==> src/rtl/systolic_ctrl.sv <==
// rtl/systolic_ctrl.sv - job sequencer feeding a skewed operand stream into the 4x4 systolic_array
// Optional SA_CTRL_PERF_EN adds the perf_cycles busy-cycle counter.
module systolic_ctrl #(
  parameter int ROWS      = 4,
  parameter int COLS      = 4,
  parameter int DW        = 8,
  parameter int PSW       = 16,
  parameter int K_MAX     = 16,
  parameter int DRAIN_CYC = 2
) (
  input  logic                clk,
  input  logic                rst,
  input  logic                op_wr_en,
  input  logic                op_wr_sel,
  input  logic [1:0]          op_wr_lane,
  input  logic [3:0]          op_wr_k,
  input  logic [DW-1:0]       op_wr_data,
  input  logic [4:0]          cfg_k,
  input  logic                start,
  output logic                busy,
  output logic                done,
  output logic                err,
  output logic                arr_clr,
  output logic [ROWS*DW-1:0]  west_out,
  output logic [COLS*DW-1:0]  north_out,
  input  logic [COLS*PSW-1:0] psu_in,
  output logic                res_valid,
  input  logic                res_ready,
`ifdef SA_CTRL_PERF_EN
  output logic [15:0]         perf_cycles,
`endif
  output logic [COLS*PSW-1:0] res_data
);

  localparam int TW  = $clog2(K_MAX + ROWS + COLS - 1);
  localparam int DCW = (DRAIN_CYC > 1) ? $clog2(DRAIN_CYC) : 1;
  localparam int KIW = $clog2(K_MAX);

  typedef enum logic [2:0] {S_IDLE, S_CLEAR, S_FEED, S_DRAIN, S_RESULT} state_t;

  state_t         state, state_nxt;
  logic [TW-1:0]  t, t_nxt, t_last;
  logic [DCW-1:0] dcnt, dcnt_nxt;
  logic [4:0]     k_reg;
  logic           accept, reject, handshake, capture;
  logic [ROWS*DW-1:0] west_nxt;
  logic [COLS*DW-1:0] north_nxt;

  logic [DW-1:0] a_buf [ROWS][K_MAX];
  logic [DW-1:0] b_buf [COLS][K_MAX];

  // Operand buffers carry no reset so a reset mid-job leaves them reusable.
  always_ff @(posedge clk) begin
    if (state == S_IDLE && op_wr_en) begin
      if (!op_wr_sel)
        a_buf[op_wr_lane][op_wr_k] <= op_wr_data;
      else
        b_buf[op_wr_lane][op_wr_k] <= op_wr_data;
    end
  end

  assign t_last = TW'(k_reg) + TW'(ROWS + COLS - 3);

  always_comb begin
    state_nxt = state;
    t_nxt     = t;
    dcnt_nxt  = dcnt;
    accept    = 1'b0;
    reject    = 1'b0;
    handshake = 1'b0;
    capture   = 1'b0;
    case (state)
      S_IDLE: begin
        if (start) begin
          if (cfg_k != 5'd0 && cfg_k <= 5'(K_MAX)) begin
            accept    = 1'b1;
            state_nxt = S_CLEAR;
          end else begin
            reject = 1'b1;
          end
        end
      end
      S_CLEAR: begin
        state_nxt = S_FEED;
        t_nxt     = '0;
      end
      S_FEED: begin
        if (t == t_last) begin
          state_nxt = S_DRAIN;
          dcnt_nxt  = '0;
        end else begin
          t_nxt = t + TW'(1);
        end
      end
      S_DRAIN: begin
        if (dcnt == DCW'(DRAIN_CYC - 1)) begin
          capture   = 1'b1;
          state_nxt = S_RESULT;
        end else begin
          dcnt_nxt = dcnt + DCW'(1);
        end
      end
      S_RESULT: begin
        if (res_ready) begin
          handshake = 1'b1;
          state_nxt = S_IDLE;
        end
      end
      default: state_nxt = S_IDLE;
    endcase
  end

  // Lane values are computed for the coming cycle so the registered outputs line up with t.
  always_comb begin
    int d;
    d         = 0;
    west_nxt  = '0;
    north_nxt = '0;
    if (state_nxt == S_FEED) begin
      for (int i = 0; i < ROWS; i++) begin
        d = int'(t_nxt) - i;
        if (d >= 0 && d < int'(k_reg))
          west_nxt[i*DW +: DW] = a_buf[i][d[KIW-1:0]];
      end
      for (int c = 0; c < COLS; c++) begin
        d = int'(t_nxt) - c;
        if (d >= 0 && d < int'(k_reg))
          north_nxt[c*DW +: DW] = b_buf[c][d[KIW-1:0]];
      end
    end
  end

  always_ff @(posedge clk or posedge rst) begin
    if (rst) begin
      state     <= S_IDLE;
      t         <= '0;
      dcnt      <= '0;
      k_reg     <= '0;
      busy      <= 1'b0;
      done      <= 1'b0;
      err       <= 1'b0;
      arr_clr   <= 1'b0;
      west_out  <= '0;
      north_out <= '0;
      res_valid <= 1'b0;
      res_data  <= '0;
    end else begin
      state     <= state_nxt;
      t         <= t_nxt;
      dcnt      <= dcnt_nxt;
      if (accept)
        k_reg <= cfg_k;
      busy      <= accept | (busy & ~handshake);
      done      <= handshake;
      err       <= reject;
      arr_clr   <= (state_nxt == S_CLEAR);
      west_out  <= west_nxt;
      north_out <= north_nxt;
      res_valid <= (state_nxt == S_RESULT);
      if (capture)
        res_data <= psu_in;
    end
  end

`ifdef SA_CTRL_PERF_EN
  // The start cycle itself is counted, hence the load of 1 rather than 0.
  always_ff @(posedge clk or posedge rst) begin
    if (rst)
      perf_cycles <= '0;
    else if (accept)
      perf_cycles <= 16'd1;
    else if (busy && perf_cycles != 16'hFFFF)
      perf_cycles <= perf_cycles + 16'd1;
  end
`endif

endmodule
==> config.mk <==
export PLATFORM = sky130hd
export DESIGN_NAME = systolic_ctrl
export DESIGN_NICKNAME = d
export VERILOG_FILES = /design/src/rtl/systolic_ctrl.sv
export SDC_FILE = /design/constraint.sdc
export NUM_CORES = 1
export LEC_CHECK = 0
export ABC_AREA = 1
export CELL_PAD_IN_SITES_DETAIL_PLACEMENT = 0
export CELL_PAD_IN_SITES_GLOBAL_PLACEMENT = 1
export CORE_UTILIZATION = 53
export DETAILED_ROUTE_END_ITERATION = 7
export GPL_TIMING_DRIVEN = 0
export PLACE_DENSITY_LB_ADDON = 0.1
export SETUP_SLACK_MARGIN = 0.3
export SLEW_MARGIN = 20
export SYNTH_ARGS = -nofsm -noshare
export SYNTH_HDL_FRONTEND = slang
export SYNTH_SLANG_ARGS = --single-unit
==> constraint.sdc <==
create_clock -name clk -period 10.25 [get_ports clk]
set_input_delay 3.075 -clock clk [delete_from_list [all_inputs] [get_ports clk]]
set_output_delay 3.075 -clock clk [all_outputs]
set_load 0.1 [all_outputs]
==> results.md <==
- The run finished, with violations left.
- The checks that failed: DRC.
- The data required time of the worst path is 10.87 ns.
- The internal reg-to-reg setup slack is 3.86 ns.
- In this run the count of I/O pins placed on the die edge is 222.
- The post-synthesis cell count is 4385.
- The number of nets in the synthesized netlist is 4493.
- The largest registers in the layout are a_buf: 512 flops, b_buf: 512 flops, res_data: 64 flops.
- The signal on the critical path passes through inv_1, nand3_1, nand2_1, clkbuf_1, clkbuf_1, clkbuf_1, nand2_1, ha_1, inv_1, xor2_2, buf_2, ha_1, nand2_1, inv_1, nand2_1, nand2_1, nand2_1, clkbuf_1, nand3_1, nor2_1.
- In the final routed layout, each cell accounts on average for 24.3 um.
- The hold buffer count at cts is 0.
- The post-synthesis share of cell area spent on xor and xnor gates is 0.00123.
- The final max-slew violation count came to 0.
- The multiplexer fraction of the synthesized cell area is 0.0148.
- Summed over all layers, the global routing overflow is 0.
- In this run the most used layer during global routing was met2.
- The worst path in the final design needs a cycle of 6.39 ns, including I/O delays and setup.
- For this run, the post-layout net count is 4842.
- For this configuration, the core starts out at a cell density of 0.539.
- Setup repair after global routing left no endpoint under its margin.
- The total half-perimeter wirelength after legalization and detailed placement is 100000 um.
- Routability-driven placement finished with a final weighted congestion of 0.894.
- The number of port buffers is 221.
- The TritonCTS sink count is 1171.
- For this run, global-route usage on met3 was measured as 0.0552.
- The cell depth of the worst min-delay path is 1.
- The transition time at the pin with the least slew margin is 1.13 ns.
- The via count of the first global-routing pass came to 31700.
- The number of remaining DRC errors is 3.
- The critical-path maximum fanout is 10.
- The number of violations of the max-capacitance limit is 0.
- The worst clock skew is 0.0304 ns.
- The wire length of the first global-routing pass is 212000 um.
- TritonCTS built the clock tree.
- The clock root buffer is sky130_fd_sc_hd__clkbuf_16.
- In this run, distinct cell masters in the synthesized netlist total 33.
- Entering global routing, the biggest net connects 86 pins.
- The type of the worst setup path is flop to flop.
- The adder and majority cell fraction of the synthesized area is 0.00487.
- The total setup violations reported at the end of the flow is 0.
- The number of H-tree branching levels is 3.
- The synthesis-to-layout area growth is 16.1%.
- The repair_antennas step left the layout with diodes totalling 0.
- For this run, asynchronously set or reset flops after synthesis account for 0.126.
- The floorplan step defined a die boundary enclosing 93300 um^2.
- The placed instance count is 5791.
- The synthesized-area fraction occupied by ao, oa, aoi and oai cells is 0.00787.
- The post-synthesis area per instance is 11.1 um^2.
- The post-CTS clock slew at the launch and capture registers of the worst setup and hold paths is 0.06 ns.
- The standard cell core area is 90600 um^2.
- The number of cells on the worst reg-to-reg path is 20.
- The overall routed net length is 146000 um.
- The detailed router placed 34300 vias in this run.
- The fraction of met2 tracks used by global routing is 0.473.
- The largest family of logic cells by synthesized area is simple AND/OR/NAND/NOR gates.
- The largest single stage delay on the critical path is 0.89 ns.
- The type of origin of the critical path is a flop.
- The reg-to-reg critical path endpoint is west_out[29].
- The library cells used most frequently in the layout, excluding fill and tap cells, are 1485 x sky130_fd_sc_hd__nand2_1, 1024 x sky130_fd_sc_hd__edfxtp_1, 808 x sky130_fd_sc_hd__nand3_1.
- Of the total synthesized cell area, the portion taken by AND, OR, NAND and NOR gates is 0.231.
- The number of standard-cell rows in the floorplan is 110.
- The worst setup path is captured at a flop.
- The leading register cell type out of synthesis is sky130_fd_sc_hd__edfxtp_1.
- The later pin in the worst-skew pair is clocked with a latency of 0.72 ns.
- The post-cts resize count is 0.
- The violation count after the first detailed-route iteration is 3821.
- The largest buffer count on any clock path is 3.
- The met1 layer usage reported by global route is 0.457.
- The die extent in x is 305 um.
- The total global-route track usage is 0.312.
- The number of post-CTS setup repair buffers is 0.
- Among all stages on the critical path, the largest delay is contributed by sky130_fd_sc_hd__clkbuf_1.
- Of the available clock period, the critical path in the final layout requires 0.624.
- After detailed routing, the number of vias per cell comes to 5.71.
- The vertical die dimension is 305 um.
- Counting flops with a built-in enable in the synthesized netlist gives 1024.
- The yosys synthesis warning count is 0.
- The total of flip-flops plus latches after synthesis is 1171.
- The most common library cell in the layout ignoring fill and taps is sky130_fd_sc_hd__nand2_1.
- The startpoint identified for the worst hold timing path is res_data[32].
- The number of endpoints with negative hold slack in the final report came to 0.
- The smallest hold slack is 0.500 ns.
- The share of final-layout standard cells stronger than drive strength 1 is 0.0776.
- The path with the worst hold slack has its endpoint at res_data[32].
- The netlist area before placement is 48800 um^2.
- The register area share after synthesis is 0.706.
- The number of cells in the finished layout apart from fillers is 6010.
- The remaining number of nets flagged by the antenna check after routing is 0.
- Data on the critical path arrives at its endpoint at 7.02 ns.
- The path category of the worst min-delay check is flop to flop.
- The startpoint identified for the worst register-to-register timing path is state[2].
- The most numerous cell on the critical path is sky130_fd_sc_hd__nand2_1.
- For this run, the top clock speed supported by timing is 156 MHz.
- Setup total negative slack on the finished layout was measured at 0 ns.
- The number of antenna violations at the first check in global routing came to 10.
- The count of TritonRoute iterations in the first routing pass is 8.
- The headroom to the max-slew limit is 0.245.
- The number of clock buffers added by TritonCTS is 117.
## cell families (layout without fill, tap and decap cells)
| group | after synthesis | after routing |
|---|---|---|
| AOI/OAI and AO/OA | 72 | 72 |
| xor gates and xnor gates | 6 | 6 |
| adders and majority gates | 19 | 19 |
| buffers and inverters | 403 | 852 |
| DFF | 1171 | 1171 |
| muxes | 64 | 64 |
| and+or+nand+nor | 2650 | 2650 |
## synth_stat cells, types with 12 or more instances
cell type	instances	area, um^2
sky130_fd_sc_hd__nand3_1	808	4040
sky130_fd_sc_hd__buf_2	75	375
sky130_fd_sc_hd__mux2_2	64	721
sky130_fd_sc_hd__a21oi_1	52	260
sky130_fd_sc_hd__edfxtp_1	1024	30700
sky130_fd_sc_hd__nand3b_1	68	510
sky130_fd_sc_hd__clkbuf_1	141	529
sky130_fd_sc_hd__nand2_1	1485	5570
sky130_fd_sc_hd__o21ai_0	12	60.1
sky130_fd_sc_hd__buf_1	40	150
sky130_fd_sc_hd__ha_1	19	238
sky130_fd_sc_hd__nor2_1	267	1000
sky130_fd_sc_hd__dfrtp_1	147	3680
sky130_fd_sc_hd__inv_1	125	469
## worst max-delay path: cells and delay by family (launching register included)
family	cells	cell delay, ns
flops	1	0.41
buf+inv	8	3.12
xor+xnor	1	0.40
simple gates	9	1.74
fa+ha+maj	2	0.58
## layer usage
layer,vias up,routed length [um]
met5,-,115
met4,14,4870
met3,259,14000
met2,1656,65200
met1,16600,61800
li1,15700,-
## per-stage QoR
stage               setup WS, ns  utilization  cell area (um^2)
detailed placement          3.74        0.583             52800
CTS                         4.05        0.625             56600
global placement           0.547        0.579             52500
global route                3.75        0.625             56600
finish                      3.86        0.625             56600
floorplan                   3.22            -             48800
## worst max-delay path by stage
stage	start	endpoint
after floorplan	rst	arr_clr
final	state[2]	west_out[29]
after global routing	state[2]	west_out[29]
after detailed placement	op_wr_sel	b_buf[2][51]
after CTS	state[2]	west_out[29]
after global placement	rst	west_out[12]
## final cells by class
cell class | instances | area, um^2
Tap cell | 1176 | 1470
Buffer | 267 | 1160
Clock buffer | 161 | 3400
Clock inverter | 58 | 478
Multi-Input combinational cell | 2811 | 12700
Sequential cell | 1171 | 34400
Fill cell | 7322 | 33900
Timing Repair Buffer | 230 | 2480
Inverter | 136 | 518
Power is left out: the tool's default activity adds up to more than one toggle a clock period on the data nets, which glitch-free logic cannot reach.
